File: config.mk
export PLATFORM = sky130hd
export DESIGN_NAME = multicycle_control
export DESIGN_NICKNAME = d
export VERILOG_FILES = /design/src/rtl/cpu_pkg.sv /design/src/rtl/funct_decoder.sv /design/src/rtl/multicycle_control.sv
export SDC_FILE = /design/constraint.sdc
export NUM_CORES = 1
export LEC_CHECK = 0
export ABC_AREA = 1
export CAP_MARGIN = 20
export CORE_MARGIN = 5
export CORE_UTILIZATION = 38
export CTS_BUF_LIST = sky130_fd_sc_hd__clkbuf_8 sky130_fd_sc_hd__clkbuf_16
export DETAILED_ROUTE_END_ITERATION = 16
export GPL_TIMING_DRIVEN = 0
export PLACE_DENSITY = 0.83
export RECOVER_POWER = 25
export SKIP_CTS_REPAIR_TIMING = 1
export SLEW_MARGIN = 20
export SYNTH_ARGS = -nofsm -noshare
export SYNTH_HDL_FRONTEND = slang
export SYNTH_SLANG_ARGS = --single-unit
File: constraint.sdc
create_clock -name clock -period 2.22 [get_ports clock]
set_input_delay 0.444 -clock clock [delete_from_list [all_inputs] [get_ports clock]]
set_output_delay 0.444 -clock clock [all_outputs]
set_load 0.02 [all_outputs]
File: src/rtl/cpu_pkg.sv
// Shared types and constants for the multicycle MIPS control path.
package cpu_pkg;

    localparam int unsigned STATE_W  = 4;
    localparam int unsigned OPCODE_W = 6;
    localparam int unsigned FUNCT_W  = 6;
    localparam int unsigned ALUOP_W  = 3;
    localparam int unsigned SRCB_W   = 3;
    localparam int unsigned PCSRC_W  = 2;

    typedef enum logic [STATE_W-1:0] {
        S_RST        = 4'd0,
        S_FETCH      = 4'd1,
        S_FETCH_WAIT = 4'd2,
        S_DECODE     = 4'd3,
        S_MEM_ADDR   = 4'd4,
        S_MEM_READ   = 4'd5,
        S_MEM_WAIT   = 4'd6,
        S_LOAD_WB    = 4'd7,
        S_MEM_WRITE  = 4'd8,
        S_R_EXEC     = 4'd9,
        S_R_WB       = 4'd10,
        S_I_EXEC     = 4'd11,
        S_I_WB       = 4'd12,
        S_BRANCH     = 4'd13,
        S_JUMP       = 4'd14,
        S_HALT       = 4'd15
    } state_t;

    typedef enum logic [ALUOP_W-1:0] {
        ALU_LOAD = 3'd0,
        ALU_ADD  = 3'd1,
        ALU_SUB  = 3'd2,
        ALU_AND  = 3'd3,
        ALU_INC  = 3'd4,
        ALU_NEG  = 3'd5,
        ALU_XOR  = 3'd6,
        ALU_COMP = 3'd7
    } alu_op_t;

    localparam logic [OPCODE_W-1:0] OP_RTYPE = 6'h00;
    localparam logic [OPCODE_W-1:0] OP_J     = 6'h02;
    localparam logic [OPCODE_W-1:0] OP_BEQ   = 6'h04;
    localparam logic [OPCODE_W-1:0] OP_BNE   = 6'h05;
    localparam logic [OPCODE_W-1:0] OP_ADDI  = 6'h08;
    localparam logic [OPCODE_W-1:0] OP_LW    = 6'h23;
    localparam logic [OPCODE_W-1:0] OP_SW    = 6'h2B;

    localparam logic [FUNCT_W-1:0] FN_ADD = 6'h20;
    localparam logic [FUNCT_W-1:0] FN_SUB = 6'h22;
    localparam logic [FUNCT_W-1:0] FN_AND = 6'h24;

    localparam logic [SRCB_W-1:0] SRCB_B      = 3'd0;
    localparam logic [SRCB_W-1:0] SRCB_FOUR   = 3'd1;
    localparam logic [SRCB_W-1:0] SRCB_IMM    = 3'd2;
    localparam logic [SRCB_W-1:0] SRCB_IMM_SH = 3'd3;

    localparam logic [PCSRC_W-1:0] PCSRC_ALU    = 2'd0;
    localparam logic [PCSRC_W-1:0] PCSRC_ALUOUT = 2'd1;
    localparam logic [PCSRC_W-1:0] PCSRC_JUMP   = 2'd2;

    localparam logic IORD_PC     = 1'b0;
    localparam logic IORD_ALUOUT = 1'b1;
    localparam logic SRCA_PC     = 1'b0;
    localparam logic SRCA_A      = 1'b1;

endpackage

File: src/rtl/funct_decoder.sv
// Maps the R-type funct field to an ALU operation and flags unsupported codes.
module funct_decoder
    import cpu_pkg::*;
(
    input  logic [FUNCT_W-1:0] funct,
    output alu_op_t            alu_op_c,
    output logic               legal_c
);

    // Supported R-type functions; everything else is illegal and yields LOAD.
    always_comb begin
        alu_op_c = ALU_LOAD;
        legal_c  = 1'b0;
        case (funct)
            FN_ADD: begin alu_op_c = ALU_ADD; legal_c = 1'b1; end
            FN_SUB: begin alu_op_c = ALU_SUB; legal_c = 1'b1; end
            FN_AND: begin alu_op_c = ALU_AND; legal_c = 1'b1; end
            default: ;
        endcase
    end

endmodule

File: src/rtl/multicycle_control.sv
// Moore sequencing FSM driving every strobe and select of the multicycle MIPS datapath.
module multicycle_control
    import cpu_pkg::*;
#(
    parameter bit HALT_ON_ILLEGAL = 1'b1
) (
    input  logic                clock,
    input  logic                reset,
    input  logic [OPCODE_W-1:0] opcode,
    input  logic [FUNCT_W-1:0]  funct,
    input  logic                zero,
    output logic                PCWrite,
    output logic                IorD,
    output logic                wr,
    output logic                IRWrite,
    output logic                AWrite,
    output logic                BWrite,
    output logic                AOWR,
    output logic                RegWrite,
    output logic                RegDst,
    output logic                MemtoReg,
    output logic                ALUSrcA,
    output logic [SRCB_W-1:0]   ALUSrcB,
    output logic [ALUOP_W-1:0]  ALUOp,
    output logic [PCSRC_W-1:0]  PCSource,
    output logic [STATE_W-1:0]  Estado,
    output logic                instr_done,
    output logic                halted
);

    state_t  state_q;
    state_t  state_d;
    alu_op_t alu_op;
    alu_op_t r_alu_op;
    logic    r_legal;
    logic    decode_illegal;
    logic    wr_s;
    logic    reg_write_s;

    funct_decoder u_funct_decoder (
        .funct    (funct),
        .alu_op_c (r_alu_op),
        .legal_c  (r_legal)
    );

    // State register; reset overrides any in-flight instruction.
    always_ff @(posedge clock) begin
        if (reset) begin
            state_q <= S_RST;
        end else begin
            state_q <= state_d;
        end
    end

    // Next-state dispatch and per-state datapath controls.
    always_comb begin
        state_d        = state_q;
        PCWrite        = 1'b0;
        IorD           = IORD_PC;
        wr_s           = 1'b0;
        IRWrite        = 1'b0;
        AWrite         = 1'b0;
        BWrite         = 1'b0;
        AOWR           = 1'b0;
        reg_write_s    = 1'b0;
        RegDst         = 1'b0;
        MemtoReg       = 1'b0;
        ALUSrcA        = SRCA_PC;
        ALUSrcB        = SRCB_B;
        alu_op         = ALU_LOAD;
        PCSource       = PCSRC_ALU;
        instr_done     = 1'b0;
        halted         = 1'b0;
        decode_illegal = 1'b0;

        case (state_q)
            S_RST: state_d = S_FETCH;
            S_FETCH: begin
                IorD    = IORD_PC;
                state_d = S_FETCH_WAIT;
            end
            S_FETCH_WAIT: begin
                IRWrite  = 1'b1;
                ALUSrcA  = SRCA_PC;
                ALUSrcB  = SRCB_FOUR;
                alu_op   = ALU_ADD;
                PCSource = PCSRC_ALU;
                PCWrite  = 1'b1;
                state_d  = S_DECODE;
            end
            S_DECODE: begin
                // ALUOut gets the branch target speculatively
                AWrite  = 1'b1;
                BWrite  = 1'b1;
                ALUSrcA = SRCA_PC;
                ALUSrcB = SRCB_IMM_SH;
                alu_op  = ALU_ADD;
                AOWR    = 1'b1;
                case (opcode)
                    OP_RTYPE: begin
                        if (r_legal) state_d = S_R_EXEC;
                        else         decode_illegal = 1'b1;
                    end
                    OP_ADDI:       state_d = S_I_EXEC;
                    OP_LW, OP_SW:  state_d = S_MEM_ADDR;
                    OP_BEQ, OP_BNE: state_d = S_BRANCH;
                    OP_J:          state_d = S_JUMP;
                    default:       decode_illegal = 1'b1;
                endcase
                if (decode_illegal) begin
                    if (HALT_ON_ILLEGAL) begin
                        state_d = S_HALT;
                    end else begin
                        state_d    = S_FETCH;
                        instr_done = 1'b1;
                    end
                end
            end
            S_MEM_ADDR: begin
                ALUSrcA = SRCA_A;
                ALUSrcB = SRCB_IMM;
                alu_op  = ALU_ADD;
                AOWR    = 1'b1;
                state_d = (opcode == OP_LW) ? S_MEM_READ : S_MEM_WRITE;
            end
            S_MEM_READ: begin
                IorD    = IORD_ALUOUT;
                state_d = S_MEM_WAIT;
            end
            S_MEM_WAIT: begin
                IorD    = IORD_ALUOUT;
                state_d = S_LOAD_WB;
            end
            S_LOAD_WB: begin
                RegDst      = 1'b0;
                MemtoReg    = 1'b1;
                reg_write_s = 1'b1;
                instr_done  = 1'b1;
                state_d     = S_FETCH;
            end
            S_MEM_WRITE: begin
                IorD       = IORD_ALUOUT;
                wr_s       = 1'b1;
                instr_done = 1'b1;
                state_d    = S_FETCH;
            end
            S_R_EXEC: begin
                ALUSrcA = SRCA_A;
                ALUSrcB = SRCB_B;
                alu_op  = r_alu_op;
                AOWR    = 1'b1;
                state_d = S_R_WB;
            end
            S_R_WB: begin
                ALUSrcA     = SRCA_A;
                ALUSrcB     = SRCB_B;
                alu_op      = r_alu_op;
                RegDst      = 1'b1;
                MemtoReg    = 1'b0;
                reg_write_s = 1'b1;
                instr_done  = 1'b1;
                state_d     = S_FETCH;
            end
            S_I_EXEC: begin
                ALUSrcA = SRCA_A;
                ALUSrcB = SRCB_IMM;
                alu_op  = ALU_ADD;
                AOWR    = 1'b1;
                state_d = S_I_WB;
            end
            S_I_WB: begin
                ALUSrcA     = SRCA_A;
                ALUSrcB     = SRCB_IMM;
                alu_op      = ALU_ADD;
                RegDst      = 1'b0;
                MemtoReg    = 1'b0;
                reg_write_s = 1'b1;
                instr_done  = 1'b1;
                state_d     = S_FETCH;
            end
            S_BRANCH: begin
                ALUSrcA    = SRCA_A;
                ALUSrcB    = SRCB_B;
                alu_op     = ALU_SUB;
                PCSource   = PCSRC_ALUOUT;
                PCWrite    = ((opcode == OP_BEQ) && zero) || ((opcode == OP_BNE) && !zero);
                instr_done = 1'b1;
                state_d    = S_FETCH;
            end
            S_JUMP: begin
                PCSource   = PCSRC_JUMP;
                PCWrite    = 1'b1;
                instr_done = 1'b1;
                state_d    = S_FETCH;
            end
            S_HALT: begin
                halted  = 1'b1;
                state_d = S_HALT;
            end
            default: state_d = S_RST;
        endcase
    end

    // Architectural writes are suppressed while a reset is pending.
    assign wr       = wr_s & ~reset;
    assign RegWrite = reg_write_s & ~reset;
    assign ALUOp    = alu_op;
    assign Estado   = state_q;

endmodule

==> results of run 1 <==
## metal layers
| metal | share of wire [%] | vias to the layer above |
|---|---|---|
| met5 | 0 | - |
| met3 | 5.2 | 5 |
| met4 | 2.1 | 0 |
| met1 | 39 | 429 |
| li1 | - | 499 |
| met2 | 53 | 33 |
## cell families (layout without fill, tap and decap cells)
family	after synthesis	after routing	share of synthesized area, %
compound gates	16	16	12.73
buf+inv	37	77	22.14
flops	4	4	11.81
other cells	1	2	0.5530
simple gates	79	79	52.77
## where the power goes
part,internal (µW),leakage [µW],switching (µW)
Clock,116,0.0000216,44.7
Combinational,289,0.000657,416
Sequential,104,0.0000344,48.4
Total,509,0.000713,509
## worst register-to-register path: cells and delay by family, from the launching register on
family                 cells  cell delay, ns
AND/OR/NAND/NOR            4            0.37
buffers and inverters      2            0.15
flip-flops                 1            0.39
AO/OA/AOI/OAI              2            0.29
## metrics by stage
step | hold slack (ns) | TNS, ns | instance area [µm²] | utilization [%] | total power (µW)
2_1_floorplan | 0.5131 | 0 | 681.9 | - | 552.1
3_3_place_gp | 0.7297 | -1.012 | 1084 | 63.44 | 846.3
3_5_place_dp | 0.7183 | -1.022 | 1084 | 63.44 | 843.2
4_1_cts | 0.7232 | -1.313 | 1125 | 65.86 | 1004
5_1_grt | 0.7531 | -0.1408 | 1166 | 68.28 | 1087
6_report | 0.6929 | -0.01033 | 1166 | 68.28 | 1018
## final timing paths
path	end	slack (ns)	cells past startpoint
worst max-delay path	PCWrite	-0.01	7
worst min-delay path	Estado[1]	0.69	4
worst min register to register	Estado[1]	0.69	4
worst max register to register	Estado[2]	0.94	8
## placed cells by master (no fill, tap or decap), types with 4 or more instances in the layout
master            n
nor2_2            5
clkdlybuf4s50_1  26
inv_1            26
nand2_2           4
dlymetal6s2s_1    6
dfxtp_2           4
o21ai_0           6
nand3_1          10
o21ai_1           4
nand4_1           4
inv_2             8
nand2_1          25
nor2_1           24
## cell type report
cell class              instances  share of cell area [%]
plain buffers                   3                   1.931
clock buffers                   3                   3.541
inverters                      34                   10.94
multi-input cells              97                   41.42
flip-flops and latches          4                   7.296
well taps                      25                   2.682
repair buffers                 37                   32.19
==> impl_metrics.py, run 1 <==
metrics = {
    "global_routing": {
        "grt_pass1_wl_um": 3539,
        "use_met3_pct": 1.425,
        "grt-busiest-layer": "met2",
        "grt_max_degree": 7,
        "gr-usage-all-layers_pct": 17.18,
        "grt-ovfl-total": 0,
        "grt_pass1_vias": 846,
        "grt_antenna_before_repair": 0,
        "grt.met1_usage_pct": 20.10,
        "grt.met2_usage_pct": 30.75,
    },
    "routing": {
        "first_iter_violations": 19,
        "detail-route-antenna-nets": 0,
        "drt-pass1-iter-count": 6,
        "vias_per_cell": 4.759,
        "post-route-drc-count": 0,
        "routedWlPerCell_um": 11.52,
        "routed_wl_um": 2338,
        "num_vias": 966,
    },
    "setup_path": {
        "crit_path_start_kind": "primary input",
        "critPathLaunch": "opcode[5]",
        "critPathMaxFanout": 6,
        "slowest_delay_ns": 0.43,
        "worstPathCellList": "clkdlybuf4s50_1 > nor2_2 > nand3_2 > o31ai_2 > nand2_1 > nand2_1 > buf_2",
        "critPathBufInv": 2,
        "r2r-start": "Estado[2]",
        "crit_family": "buffers and inverters",
        "cp-end-kind": "primary output",
        "crit_type": "primary input to primary output",
        "worstPathRequired_ns": 1.78,
        "slowest_stage": "clkdlybuf4s50_1",
        "critPathArrivalTime_ns": 1.79,
        "cpMostUsedCell": "nand2_1",
    },
    "layout": {
        "multiInputGateArea_um2": 483.0,
        "fin_nets": 195,
        "drive_gt1_share_pct": 20.22,
        "instances_no_fill": 203,
        "fillCellCount": 175,
        "synthToLayoutAreaGrowth_pct": 71.96,
        "insertedDiodeCount": 0,
        "seqCellArea_um2": 85.08,
        "largest_reg_flops": 4,
    },
    "power_and_ir_drop": {
        "p_leak_uw": 0.0007125,
        "power.density_nw_per_um2": 873.0,
        "peakVddDrop_mv": 0.3952,
    },
    "synth": {
        "yosysMostFrequentCell": "nor2_1",
        "synth_flop_cell": "dfxtp_1",
        "synth_top_area_cell": "nor2_1",
        "ys_top_cells_by_area": "nor2_1 15%, inv_1 14%, nand2_1 14%",
        "synth-edff-count": 0,
        "ys_seq_area_share_pct": 11.81,
        "synth-async-reset-ratio_pct": 0,
        "synthCells": 137,
        "ys_seq_elements": 4,
        "ys.warnings.count": 0,
        "netlist_area_um2": 678.2,
        "synthTopCellsByCount": "27 x nor2_1, 26 x inv_1, 25 x nand2_1, 11 x nand3_1, 8 x inv_2",
        "syn_area_per_cell_um2": 4.950,
        "ys_types": 19,
        "yosysTopAreaCellShare_pct": 14.94,
    },
    "hold_path": {
        "min_from": "Estado[0]",
        "min_path_type": "register to register",
    },
    "clock_network": {
        "cts_sinks": 4,
        "cts-root-buf": "clkbuf_8",
        "numCtsBuffers": 3,
        "clk_path_buf_depth": 2,
        "clkSlewWorstSetupHoldPaths_ns": 0.03,
        "ctsHtreeMaxLevel": 1,
        "cts_tree": "yes",
        "clkLatencyLatePin_ns": 0.23,
    },
    "die": {
        "core_area_um2": 1708,
        "rows": 15,
        "pin_count": 40,
        "die_area_um2": 2730,
        "dieHeight_um": 52.25,
        "die_w_um": 52.25,
        "initial_core_util_pct": 39.71,
    },
    "placement": {
        "dpl_worst_slack_ns": -0.5199,
        "post-dp-hpwl_um": 1808,
        "placed_cells": 200,
        "globalplace.congestion": 0.8564,
        "io_buffer_count": 37,
    },
    "sta": {
        "finalMaxSlewViolations": 0,
        "finalHoldViolCount": 0,
        "rsz0062_at_grt": "true",
        "skew_ns": 0.007268,
        "setup_ws_ns": -0.01033,
        "setup_viol": 1,
        "fin_crit_ns": 2.230,
        "post-route-period-util_pct": 100.5,
        "fmax_mhz": 448.4,
    },
    "run_status": {
        "status": "complete, but fails checks",
        "violations": "negative setup slack",
    },
    "flow_run": {
        "drv_cap": 0,
    },
}
No activity file was read; power rests on OpenSTA's default activity.
==> run 2, diff against run 1 <==
--- a/config.mk
+++ b/config.mk
@@ -8,11 +8,11 @@
 export ABC_AREA = 1
 export CAP_MARGIN = 20
 export CORE_MARGIN = 5
-export CORE_UTILIZATION = 38
+export CORE_UTILIZATION = 31
 export CTS_BUF_LIST = sky130_fd_sc_hd__clkbuf_8 sky130_fd_sc_hd__clkbuf_16
 export DETAILED_ROUTE_END_ITERATION = 16
 export GPL_TIMING_DRIVEN = 0
-export PLACE_DENSITY = 0.83
+export PLACE_DENSITY = 0.7
 export RECOVER_POWER = 25
 export SKIP_CTS_REPAIR_TIMING = 1
 export SLEW_MARGIN = 20
==> run 2 against run 1 <==
  * The run still ends with negative setup slack left
  * Final area down 0.97%
  * Combinational power down 3.1%
  * Core utilization down 15 points
  * Sequential share of layout area up 0.071 points
==> impl_metrics.py, run 2 (synthesis gave the netlist of run 1 again) <==
metrics = {
    "global_routing": {
        "grt_max_degree": 7,
        "grt-ovfl-total": 0,
        "gr-usage-all-layers_pct": 12.22,
        "grt_antenna_before_repair": 0,
        "grt_pass1_wl_um": 3277,
        "grt_pass1_vias": 833,
    },
    "power_and_ir_drop": {
        "p_sw_share_pct": 48.96,
        "seqPwrFrac_pct": 15.0,
        "peakVddDrop_mv": 0.5866,
        "p_leak_uw": 0.0007095,
        "power.density_nw_per_um2": 852.0,
        "total_power_uw": 984.0,
        "comb_power_share_pct": 69.4,
        "internal_power_uw": 502.2,
        "pwr-share-clk_pct": 15.7,
        "p_switching_uw": 481.8,
    },
    "sta": {
        "rsz0062_at_grt": "true",
        "skew_ns": 0.004874,
        "holdWs_ns": 0.6826,
        "finalHoldViolCount": 0,
        "setup_tns_ns": -0.04618,
        "post-route-period-util_pct": 102.1,
        "fin_crit_ns": 2.266,
        "fmax_mhz": 441.3,
        "setup_viol": 1,
        "finalMaxSlewViolations": 0,
        "setup_ws_ns": -0.04618,
    },
    "die": {
        "dieHeight_um": 56.77,
        "die_area_um2": 3223,
        "core_area_um2": 2148,
        "initial_core_util_pct": 31.57,
        "die_w_um": 56.77,
        "rows": 17,
        "pin_count": 40,
    },
    "clock_network": {
        "clkLatencyLatePin_ns": 0.22,
        "cts-root-buf": "clkbuf_8",
        "numCtsBuffers": 3,
        "cts_sinks": 4,
        "ctsHtreeMaxLevel": 1,
        "clkSlewWorstSetupHoldPaths_ns": 0.03,
        "cts_tree": "yes",
        "clk_path_buf_depth": 2,
    },
    "setup_path": {
        "cp-end-kind": "primary output",
        "critPathArrivalTime_ns": 1.82,
        "crit_path_start_kind": "primary input",
        "worstPathCellList": "clkdlybuf4s50_1 > inv_1 > nor2_1 > nand3_1 > o31ai_2 > nand2_1 > nand2_1 > clkbuf_2",
        "slowest_delay_ns": 0.50,
        "crit_type": "primary input to primary output",
        "critPathBufInv": 3,
        "r2r-start": "Estado[3]",
        "worstPathRequired_ns": 1.78,
        "critPathMaxFanout": 3,
        "slowest_stage": "clkdlybuf4s50_1",
        "crit_family": "buffers and inverters",
        "critPathLaunch": "opcode[2]",
        "cpMostUsedCell": "nand2_1",
    },
    "placement": {
        "dpl_worst_slack_ns": -0.5385,
        "post-dp-hpwl_um": 1748,
        "globalplace.congestion": 0.8732,
        "placed_cells": 203,
        "io_buffer_count": 37,
    },
    "layout": {
        "fin_nets": 195,
        "fillCellCount": 225,
        "synthToLayoutAreaGrowth_pct": 70.30,
        "drive_gt1_share_pct": 18.54,
        "instances_no_fill": 206,
        "insertedDiodeCount": 0,
        "seqCellArea_um2": 85.08,
        "final_cell_mix": "26 x inv_1, 26 x nor2_1, 25 x nand2_1, 25 x clkdlybuf4s50_1, 11 x nand3_1",
        "multiInputGateArea_um2": 467.9,
        "largest_reg_flops": 4,
    },
    "routing": {
        "first_iter_violations": 12,
        "drt-pass1-iter-count": 4,
        "routedWlPerCell_um": 9.801,
        "detail-route-antenna-nets": 0,
        "routed_wl_um": 2019,
        "post-route-drc-count": 0,
        "num_vias": 940,
        "vias_per_cell": 4.563,
    },
    "flow_run": {
        "drv_cap": 0,
    },
    "hold_path": {
        "min_path_type": "register to register",
        "min_from": "Estado[2]",
    },
    "run_status": {
        "violations": "negative setup slack",
        "status": "complete, but fails checks",
    },
}
run 2: cell count changes in the layout (fill, tap and decap cells not counted):
cell	previous run	this run
nand2_4	1	0
clkdlybuf4s50_1	26	25
nand3_1	10	11
nand2_2	4	5
nand3_2	1	0
nor2_2	5	3
dlygate4sd3_1	3	4
nor2_1	24	26
run 2: cell type report:
type | instances | share of cell area, %
flip-flops and latches | 4 | 7.367
well taps | 28 | 3.034
plain buffers | 3 | 1.950
inverters | 34 | 11.05
clock buffers | 3 | 3.575
multi-input cells | 97 | 40.52
repair buffers | 37 | 32.50
run 2: tightest hold or removal path: stages (launching register included):
cell	delay [ns]
dfxtp_2	0.35
nor2_1	0.11
nor3_1	0.06
a21oi_1	0.13
run 2: power by group through the flow:
stage	Combinational, µW	Clock [µW]	Sequential [µW]
5_1_grt	747	161	152
4_1_cts	705	158	138
6_report	683	154	147
3_3_place_gp	701	0	140
2_1_floorplan	389	0	163
3_5_place_dp	704	0	139
run 2: worst paths after layout:
kind / endpoint / slack (ns) / cells past startpoint
min: Estado[1] / 0.68 / 3
max reg2reg: Estado[0] / 0.99 / 9
min reg2reg: Estado[1] / 0.68 / 3
max: PCWrite / -0.05 / 8
run 2: per-layer routing:
metal	vias to the layer above	routed length (µm)	track usage, %
li1	509	-	-
met1	399	865	14.79
met2	30	1011	22.28
met3	2	126	1.149
met4	0	16	3.974
met5	-	0	0
run 2: stage by stage:
step | utilization, % | instance area (µm²)
6_report | 53.76 | 1155
3_3_place_gp | 50.61 | 1087
4_1_cts | 52.53 | 1129
2_1_floorplan | - | 681.9
5_1_grt | 53.76 | 1155
3_5_place_dp | 50.61 | 1087
